$ cat config.mk
export PLATFORM = sky130hd
export DESIGN_NAME = hls_deadlock_monitor_param_flat
export DESIGN_NICKNAME = d
export VERILOG_FILES = /design/src/rtl/hls_dlmon_pkg.sv /design/src/rtl/hls_deadlock_monitor_param_if.sv /design/src/rtl/hls_dlmon_persist.sv /design/src/rtl/hls_deadlock_monitor_param.sv /design/src/flat_wrapper.sv
export SDC_FILE = /design/constraint.sdc
export NUM_CORES = 1
export LEC_CHECK = 0
export ABC_AREA = 1
export BUFFER_PORTS_ARGS = -buffer_cell sky130_fd_sc_hd__buf_2
export CORE_MARGIN = 5
export CORE_UTILIZATION = 55
export DETAILED_ROUTE_END_ITERATION = 10
export PLACE_DENSITY = 0.79
export RECOVER_POWER = 100
export SETUP_SLACK_MARGIN = 0.4
export SLEW_MARGIN = 10
export SYNTH_ARGS = -nofsm -noshare
export SYNTH_HDL_FRONTEND = slang
export SYNTH_HIERARCHICAL = 1
export SYNTH_SLANG_ARGS = --single-unit
$ cat constraint.sdc
create_clock -name clock -period 2.4 [get_ports clock]
set_input_delay 0.12 -clock clock [delete_from_list [all_inputs] [get_ports clock]]
set_output_delay 0.12 -clock clock [all_outputs]
set_load 0.02 [all_outputs]
$ cat src/rtl/hls_dlmon_pkg.sv
// Shared types and helpers for the HLS deadlock monitor: state encoding and
// the lowest-set-index search used to latch the culprit line.
package hls_dlmon_pkg;

    typedef enum logic [1:0] {
        ST_IDLE     = 2'b00,
        ST_SUSPECT  = 2'b01,
        ST_DEADLOCK = 2'b10
    } mon_state_e;

    // Upper bound on N_AXIS+N_INST that lowest_set_idx can search.
    localparam int MAX_LINES = 64;
    localparam int MAX_IDX_W = 6;

    function automatic logic [MAX_IDX_W-1:0] lowest_set_idx(input logic [MAX_LINES-1:0] vec);
        lowest_set_idx = '0;
        for (int i = MAX_LINES - 1; i >= 0; i--) begin
            if (vec[i]) lowest_set_idx = MAX_IDX_W'(i);
        end
    endfunction

endpackage

$ cat src/rtl/hls_deadlock_monitor_param_if.sv
// Block/idle inputs and deadlock status outputs of one monitor instance.
// DLMON_TRACE_EN adds the trace_vec/trace_time capture outputs.
interface hls_deadlock_monitor_param_if #(
    parameter int N_AXIS = 7,
    parameter int N_INST = 1,
    parameter int EV_W   = 16
) ();
    localparam int IDX_W = $clog2(N_AXIS + N_INST);

    logic [N_AXIS-1:0] axis_block_sigs;
    logic [N_INST-1:0] inst_idle_sigs;
    logic [N_INST-1:0] inst_block_sigs;
    logic              clear;
    logic              block;
    logic [1:0]        mon_state;
    logic [IDX_W-1:0]  first_idx;
    logic [EV_W-1:0]   ev_count;
`ifdef DLMON_TRACE_EN
    logic [N_AXIS+N_INST-1:0] trace_vec;
    logic [31:0]              trace_time;

    modport master (output axis_block_sigs, inst_idle_sigs, inst_block_sigs, clear,
                    input  block, mon_state, first_idx, ev_count, trace_vec, trace_time);
    modport slave  (input  axis_block_sigs, inst_idle_sigs, inst_block_sigs, clear,
                    output block, mon_state, first_idx, ev_count, trace_vec, trace_time);
`else
    modport master (output axis_block_sigs, inst_idle_sigs, inst_block_sigs, clear,
                    input  block, mon_state, first_idx, ev_count);
    modport slave  (input  axis_block_sigs, inst_idle_sigs, inst_block_sigs, clear,
                    output block, mon_state, first_idx, ev_count);
`endif
endinterface

$ cat src/rtl/hls_dlmon_persist.sv
// Saturating persistence counter: counts consecutive blocked cycles up to
// THRESH-1 and reports hit when that value is reached.
module hls_dlmon_persist #(
    parameter int CNT_W  = 8,
    parameter int THRESH = 1
) (
    input  logic clock,
    input  logic reset_n,
    input  logic inc,
    input  logic clr,
    output logic hit
);
    localparam logic [CNT_W-1:0] LAST = CNT_W'(THRESH - 1);

    logic [CNT_W-1:0] cnt;

    // NOTE: sequential state uses non-blocking assignments so every register samples pre-edge values.
    always_ff @(posedge clock or negedge reset_n) begin
        if (!reset_n)                cnt <= '0;
        else if (clr)                cnt <= '0;
        else if (inc && cnt != LAST) cnt <= cnt + CNT_W'(1);
    end

    assign hit = (cnt == LAST);

endmodule

$ cat src/rtl/hls_deadlock_monitor_param.sv
// Deadlock monitor for one HLS instance: persistence-filtered block detection,
// culprit latch and saturating episode counter. Optional trace: DLMON_TRACE_EN.
module hls_deadlock_monitor_param
    import hls_dlmon_pkg::*;
#(
    parameter int                N_AXIS  = 7,
    parameter int                N_INST  = 1,
    parameter logic [N_AXIS-1:0] CH_MASK = {N_AXIS{1'b1}},
    parameter int                THRESH  = 1,
    parameter int                CNT_W   = 8,
    parameter int                STICKY  = 1,
    parameter int                EV_W    = 16
) (
    input  logic                         clock,
    input  logic                         reset_n,
    hls_deadlock_monitor_param_if.slave  mon
);
    localparam int N_LINES = N_AXIS + N_INST;
    localparam int IDX_W   = $clog2(N_LINES);

    logic [N_LINES-1:0] blk_vec;
    logic               any_blk;
    mon_state_e         state, state_next;
    logic               cnt_inc, cnt_clr, cnt_hit;
    logic               enter_dl;
    logic               block_q;
    logic [IDX_W-1:0]   first_idx_q;
    logic [EV_W-1:0]    ev_q;

    // An idle child cannot be the one holding the pipeline up.
    assign blk_vec = {mon.inst_block_sigs & ~mon.inst_idle_sigs, mon.axis_block_sigs & CH_MASK};
    assign any_blk = |blk_vec;

    hls_dlmon_persist #(.CNT_W(CNT_W), .THRESH(THRESH)) u_persist (
        .clock   (clock),
        .reset_n (reset_n),
        .inc     (cnt_inc),
        .clr     (cnt_clr),
        .hit     (cnt_hit)
    );

    // NOTE: every always_comb output gets a default first, so no path can infer a latch.
    always_comb begin
        state_next = state;
        cnt_inc    = 1'b0;
        cnt_clr    = 1'b0;
        if (mon.clear) begin
            state_next = ST_IDLE;
            cnt_clr    = 1'b1;
        end else begin
            unique case (state)
                ST_IDLE: if (any_blk) begin
                    state_next = (THRESH == 1) ? ST_DEADLOCK : ST_SUSPECT;
                    cnt_inc    = 1'b1;
                end
                ST_SUSPECT: begin
                    if (!any_blk) begin
                        state_next = ST_IDLE;
                        cnt_clr    = 1'b1;
                    end else if (cnt_hit) begin
                        state_next = ST_DEADLOCK;
                        cnt_clr    = 1'b1;
                    end else begin
                        cnt_inc = 1'b1;
                    end
                end
                ST_DEADLOCK: begin
                    cnt_clr = 1'b1;
                    if (STICKY == 0 && !any_blk) state_next = ST_IDLE;
                end
                default: begin
                    state_next = ST_IDLE;
                    cnt_clr    = 1'b1;
                end
            endcase
        end
    end

    assign enter_dl = (state != ST_DEADLOCK) && (state_next == ST_DEADLOCK);

    // clear deliberately leaves first_idx and the episode count alone for post-mortem reads.
    always_ff @(posedge clock or negedge reset_n) begin
        if (!reset_n) begin
            state       <= ST_IDLE;
            block_q     <= 1'b0;
            first_idx_q <= '0;
            ev_q        <= '0;
        end else begin
            state   <= state_next;
            block_q <= (state_next == ST_DEADLOCK);
            if (!mon.clear && state == ST_IDLE && any_blk)
                first_idx_q <= IDX_W'(lowest_set_idx(MAX_LINES'(blk_vec)));
            if (enter_dl && ev_q != '1)
                ev_q <= ev_q + EV_W'(1);
        end
    end

    assign mon.block     = block_q;
    assign mon.mon_state = state;
    assign mon.first_idx = first_idx_q;
    assign mon.ev_count  = ev_q;

`ifdef DLMON_TRACE_EN
    logic [31:0]        cycle_cnt;
    logic [N_LINES-1:0] trace_vec_q;
    logic [31:0]        trace_time_q;

    always_ff @(posedge clock or negedge reset_n) begin
        if (!reset_n) begin
            cycle_cnt    <= '0;
            trace_vec_q  <= '0;
            trace_time_q <= '0;
        end else begin
            cycle_cnt <= cycle_cnt + 32'd1;
            if (enter_dl) begin
                trace_vec_q  <= blk_vec;
                trace_time_q <= cycle_cnt;
            end
        end
    end

    assign mon.trace_vec  = trace_vec_q;
    assign mon.trace_time = trace_time_q;
`endif

endmodule

$ cat src/flat_wrapper.sv
// flat-port wrapper written by rule: the top's interface ports become plain ports
module hls_deadlock_monitor_param_flat import hls_dlmon_pkg::*;
#(
    parameter int                N_AXIS  = 7,
    parameter int                N_INST  = 1,
    parameter logic [N_AXIS-1:0] CH_MASK = {N_AXIS{1'b1}},
    parameter int                THRESH  = 1,
    parameter int                CNT_W   = 8,
    parameter int                STICKY  = 1,
    parameter int                EV_W    = 16
)
  (clock, reset_n, mon_axis_block_sigs, mon_inst_idle_sigs, mon_inst_block_sigs, mon_clear, mon_block, mon_mon_state, mon_first_idx, mon_ev_count);
  hls_deadlock_monitor_param_if #(.N_AXIS(N_AXIS), .N_INST(N_INST), .EV_W(EV_W)) mon_i ();
  input  logic clock;
  input  logic reset_n;
  input wire logic [$bits(mon_i.axis_block_sigs)-1:0] mon_axis_block_sigs;
  input wire logic [$bits(mon_i.inst_idle_sigs)-1:0] mon_inst_idle_sigs;
  input wire logic [$bits(mon_i.inst_block_sigs)-1:0] mon_inst_block_sigs;
  input wire logic [$bits(mon_i.clear)-1:0] mon_clear;
  output wire logic [$bits(mon_i.block)-1:0] mon_block;
  output wire logic [$bits(mon_i.mon_state)-1:0] mon_mon_state;
  output wire logic [$bits(mon_i.first_idx)-1:0] mon_first_idx;
  output wire logic [$bits(mon_i.ev_count)-1:0] mon_ev_count;
  assign mon_i.axis_block_sigs = mon_axis_block_sigs;
  assign mon_i.inst_idle_sigs = mon_inst_idle_sigs;
  assign mon_i.inst_block_sigs = mon_inst_block_sigs;
  assign mon_i.clear = mon_clear;
  assign mon_block = mon_i.block;
  assign mon_mon_state = mon_i.mon_state;
  assign mon_first_idx = mon_i.first_idx;
  assign mon_ev_count = mon_i.ev_count;
  hls_deadlock_monitor_param #(.N_AXIS(N_AXIS), .N_INST(N_INST), .CH_MASK(CH_MASK), .THRESH(THRESH), .CNT_W(CNT_W), .STICKY(STICKY), .EV_W(EV_W)) u_core (.clock(clock), .reset_n(reset_n), .mon(mon_i));
endmodule
==> impl_summary.md <==
CTS
The number of buffers created by CTS is 5. In this run the number of H-tree levels came out at 2. The clock net sink count is 30. The clock transition at the register clock pins on the worst setup and hold paths after CTS is ~0.11 ns. The later-pin clock latency in the skew report is 0.33 ns.

The clock tree from TritonCTS is done. In this run the deepest clock path goes through 2 buffers. The tree is rooted in a clkbuf_4.

Yosys
The flop and latch count out of synthesis is 30. Counting distinct cell types in the post-synthesis netlist gives 27. The warning count from the yosys run is 6. The gate count after technology mapping is 269.

The average cell area after synthesis is just over 7 sq um. The commonest register cell after synthesis is dfrtp_1. Sorting the synthesized cells by area gives the leading types as dfrtp_1, nand2_1, inv_1, nor2_1, nand3_1. The synthesized design contains 0 enable-type register cells. The synthesized design spends more area on one cell type than any other, namely dfrtp_1. Of the synthesized area, sequential elements account for 39.5%. The most common cell in the synthesized netlist is nand2_1. By count the netlist is led by nand2_1, dfrtp_1, inv_1. The synthesized area is 0.00190 sq mm. Synthesis produced a netlist with a net count of 284.

In the synthesized netlist the async set-or-reset flop fraction comes to 100%. The area share of the largest cell type after synthesis is around two fifths.

Placed design
At the end of routability-driven placement, the weighted congestion stood at 0.876. The count of buffers from port buffering is 33. The final HPWL from detailed placement is just under 3000 microns. Timing analysis after detailed placement gives a worst setup slack of roughly 0.25 ns.

After detailed placement, the design holds a cell count of about 350.

Run status
The final reports fail on max-capacitance violations, max-slew violations. The run finished, with violations left.

STA
For the final database, setup skew stands at a little over 0.008 ns. Setup repair after global routing could not meet its margin everywhere. The setup TNS is 0 ns. The tightest slew margin relative to the limit is -7.75%. The count of endpoints failing hold in the final timing report is 0.

Subtracting the final worst setup slack from the clock period gives 2.08 ns. The final critical path takes up 86.8% of the cycle. The final max-slew violation count came to 31. For the pin with the worst max-slew slack, the measured transition is 1.62 ns. The number of setup violations in the final report is 0. Derived from the worst setup path, the maximum achievable clock frequency is around 480 MHz. The final worst-path setup slack is ~0.32 ns.

Floorplanning
Pin placement for this block handled 34 I/O pins. Measured along the x axis, the die boundary spans roughly 70 microns. The core region is about 0.0033 sq mm. The die covers about 0.0047 sq mm. The floorplan step set the die height to ~69 microns.

The site row count is 21. Once the floorplan was initialized, standard cells occupied 57.0% of the core.

Global routing
Entering global routing, the biggest net connects 31 pins. The first-pass GRT wire length is approximately 6700 microns. The initial antenna violation count is 0. The global routing usage summed across all routing layers is 18.9%. The total congestion overflow after global routing is 0.

The via count of the first global-routing pass is 1603.

Route
The via count of the routed design is between 1500 and 2000. For this run, the detailed router's first-pass iteration total came to 4. The detailed router finished its first iteration with ~130 violations. In the routed design, unresolved DRC markers number 0. In the final routed layout, each cell accounts on average for about 12 microns. The count of nets left with antenna violations once routing finished came out at 0. Using the TritonRoute via totals, the vias-per-cell ratio works out to around 5.1.

The detailed-route wire length is 4490 microns.

Critical path
The endpoint kind of the worst setup timing path is a flop. STA puts the critical path data arrival time at 2.31 ns. The worst setup path is launched from a flop. The worst setup path is of the flop to flop kind. In this run the worst path has a maximum fanout of 8. The cell type of the slowest stage on the worst timing path is dfrtp_1. Traced cell by cell, the critical path runs through inv_2, ha_4, nand3_2, nor4_4, nand2_1, a21oi_4, buf_6, nand4_4, nand2_1, nand2_1. The kind of cell with the highest combined delay on the critical path is simple AND/OR/NAND/NOR gates.

The cell repeated most along the worst path is nand2_1. The sum of buffers and inverters on the critical path is 2. The maximum cell stage delay along the critical path is slightly above 0.4 ns.

For the worst setup path, the data required time is around 2.6 ns.

Finish
The post-layout instance count excluding filler cells is between 300 and 400. Of the cells placed in the final design, the portion with a size suffix greater than 1 is 15.1%. The final layout contains between 300 and 400 nets. The count of filler cells inserted in the layout is just over 300. From synthesis to final layout, the design area changed by 19.3%. The antenna cell count is 0.

Pwr
The power density over the cells is ~510 mW/mm^2. The part of the power in the clock network is about 28%. Total power for the finished layout comes to between 0.001 and 0.0015 W. In this run the power spent charging and discharging nets is approximately 0.00040 W. The portion of total power attributed to combinational logic is around 20%.

The worst-case IR drop observed on VDD is around 0.00031 V. The static leakage is approximately 1.2 nW. Sequential cells account for about 52% of the total power.

The switching power as a share of total power is 34.5%. The internal power component is around 0.00076 W.

Job
The tool flagged a number of max-cap violations equal to 1.

Hold path
The worst hold path belongs to the class primary input to flop.
[worst paths after layout]
kind,from,endpoint,slack [ns],depth (start not counted)
worst min register to register,u_core/mon.first_idx[1]$_DFFE_PN0P_,u_core/mon.first_idx[1]$_DFFE_PN0P_,0.49,2
max in group asynchronous,reset_n,u_core/mon.ev_count[13]$_DFFE_PN0P_,0.72,2
min in group asynchronous,reset_n,u_core/mon.first_idx[2]$_DFFE_PN0P_,0.74,2
worst max-delay path,u_core/u_persist/cnt[0]$_DFFE_PN0P_,u_core/mon.ev_count[3]$_DFFE_PN0P_,0.32,10
worst max register to register,u_core/u_persist/cnt[0]$_DFFE_PN0P_,u_core/mon.ev_count[3]$_DFFE_PN0P_,0.32,10
worst min-delay path,mon_axis_block_sigs[0],u_core/mon.first_idx[0]$_DFFE_PN0P_,0.03,4
[worst reg2reg max path: cells and delay by family (launching register included)]
family,cells,cell delay [ns]
and+or+nand+nor,6,0.95
AOI/OAI and AO/OA,1,0.24
adders and majority gates,1,0.15
DFF,1,0.41
buffers and inverters,2,0.24
[routing by layer]
layer  track usage (%)  share of wire [%]  up-vias
met2              30.4                 48       50
met5                 0                  0        -
met3              4.38                6.6        5
met1              24.2                 44      848
li1                  -                  -      937
met4              8.03               0.85        0
[cells by family (layout without fill, tap and decap cells)]
kind of cell | Yosys count | count (layout) | share of synthesized area [%]
compound gates | 14 | 14 | 4.01
xor+xnor | 14 | 14 | 6.45
fa+ha+maj | 3 | 3 | 1.97
buf+inv | 33 | 81 | 7.89
flops | 30 | 30 | 39.5
simple gates | 175 | 176 | 40.2
[layout make-up]
cell class / count / area [sq um] / share of cell area [%]
multi-input cells: 207 / 1060 / 46.8
well taps: 46 / 57.6 / 2.54
inverters: 30 / 113 / 4.96
repair buffers: 43 / 221 / 9.76
clock buffers: 6 / 51.3 / 2.26
flip-flops and latches: 30 / 751 / 33.1
clock inverters: 2 / 12.5 / 0.552
[flip-flops by register name (all words and copies together) (netlist names)]
register              flops
u_core/mon.ev_count      16
u_core/u_persist/cnt      8
u_core/mon.first_idx      3
u_core/mon.mon_state      2
u_core/mon.block          1
[layout by cell type, fill, tap and decap left out, types with 2 or more instances in the layout]
cell,n
nand4_4,2
nand4_1,6
nand3_2,2
and2_1,2
dfrtp_1,30
inv_2,4
nand2_1,104
nor2_2,3
a21oi_1,3
nor3_1,2
xor2_1,9
buf_4,5
ha_1,2
buf_6,3
clkbuf_1,24
xnor2_1,5
nand2_2,6
inv_1,26
buf_2,10
nor2_1,29
nand3_1,15
clkbuf_4,5
o21ai_0,8
[metrics by stage]
| step | area [sq um] | hold slack, ns | utilization (%) |
|---|---|---|---|
| after floorplan | 1910 | -0.176 | - |
| after global placement | 2090 | 0.193 | 62.7 |
| after detailed placement | 2090 | 0.195 | 62.7 |
| after CTS | 2200 | 0.0228 | 66.0 |
| after global routing | 2270 | 0.0552 | 68.0 |
| final | 2270 | 0.0326 | 68.0 |
[timing repair]
action                     4_1_cts  5_1_grt
pin swaps                        1       11
hold buffers                     1        0
setup endpoints to repair       20       24
setup buffers                    2        7
resized for setup                3       18
gates cloned                     0        1
hold endpoints to repair        30        0
[power groups by stage]
| stage | clock network [W] | registers (W) | logic (W) |
|---|---|---|---|
| 3_5_place_dp | 0 | 0.000609 | 0.000228 |
| 6_report | 0.000331 | 0.000603 | 0.000233 |
| 5_1_grt | 0.000354 | 0.000613 | 0.000262 |
| 4_1_cts | 0.000340 | 0.000600 | 0.000234 |
| 3_3_place_gp | 0 | 0.000606 | 0.000223 |
| 2_1_floorplan | 0 | 0.000647 | 0.000106 |
Note: power is estimated with default switching activity, not from simulation.
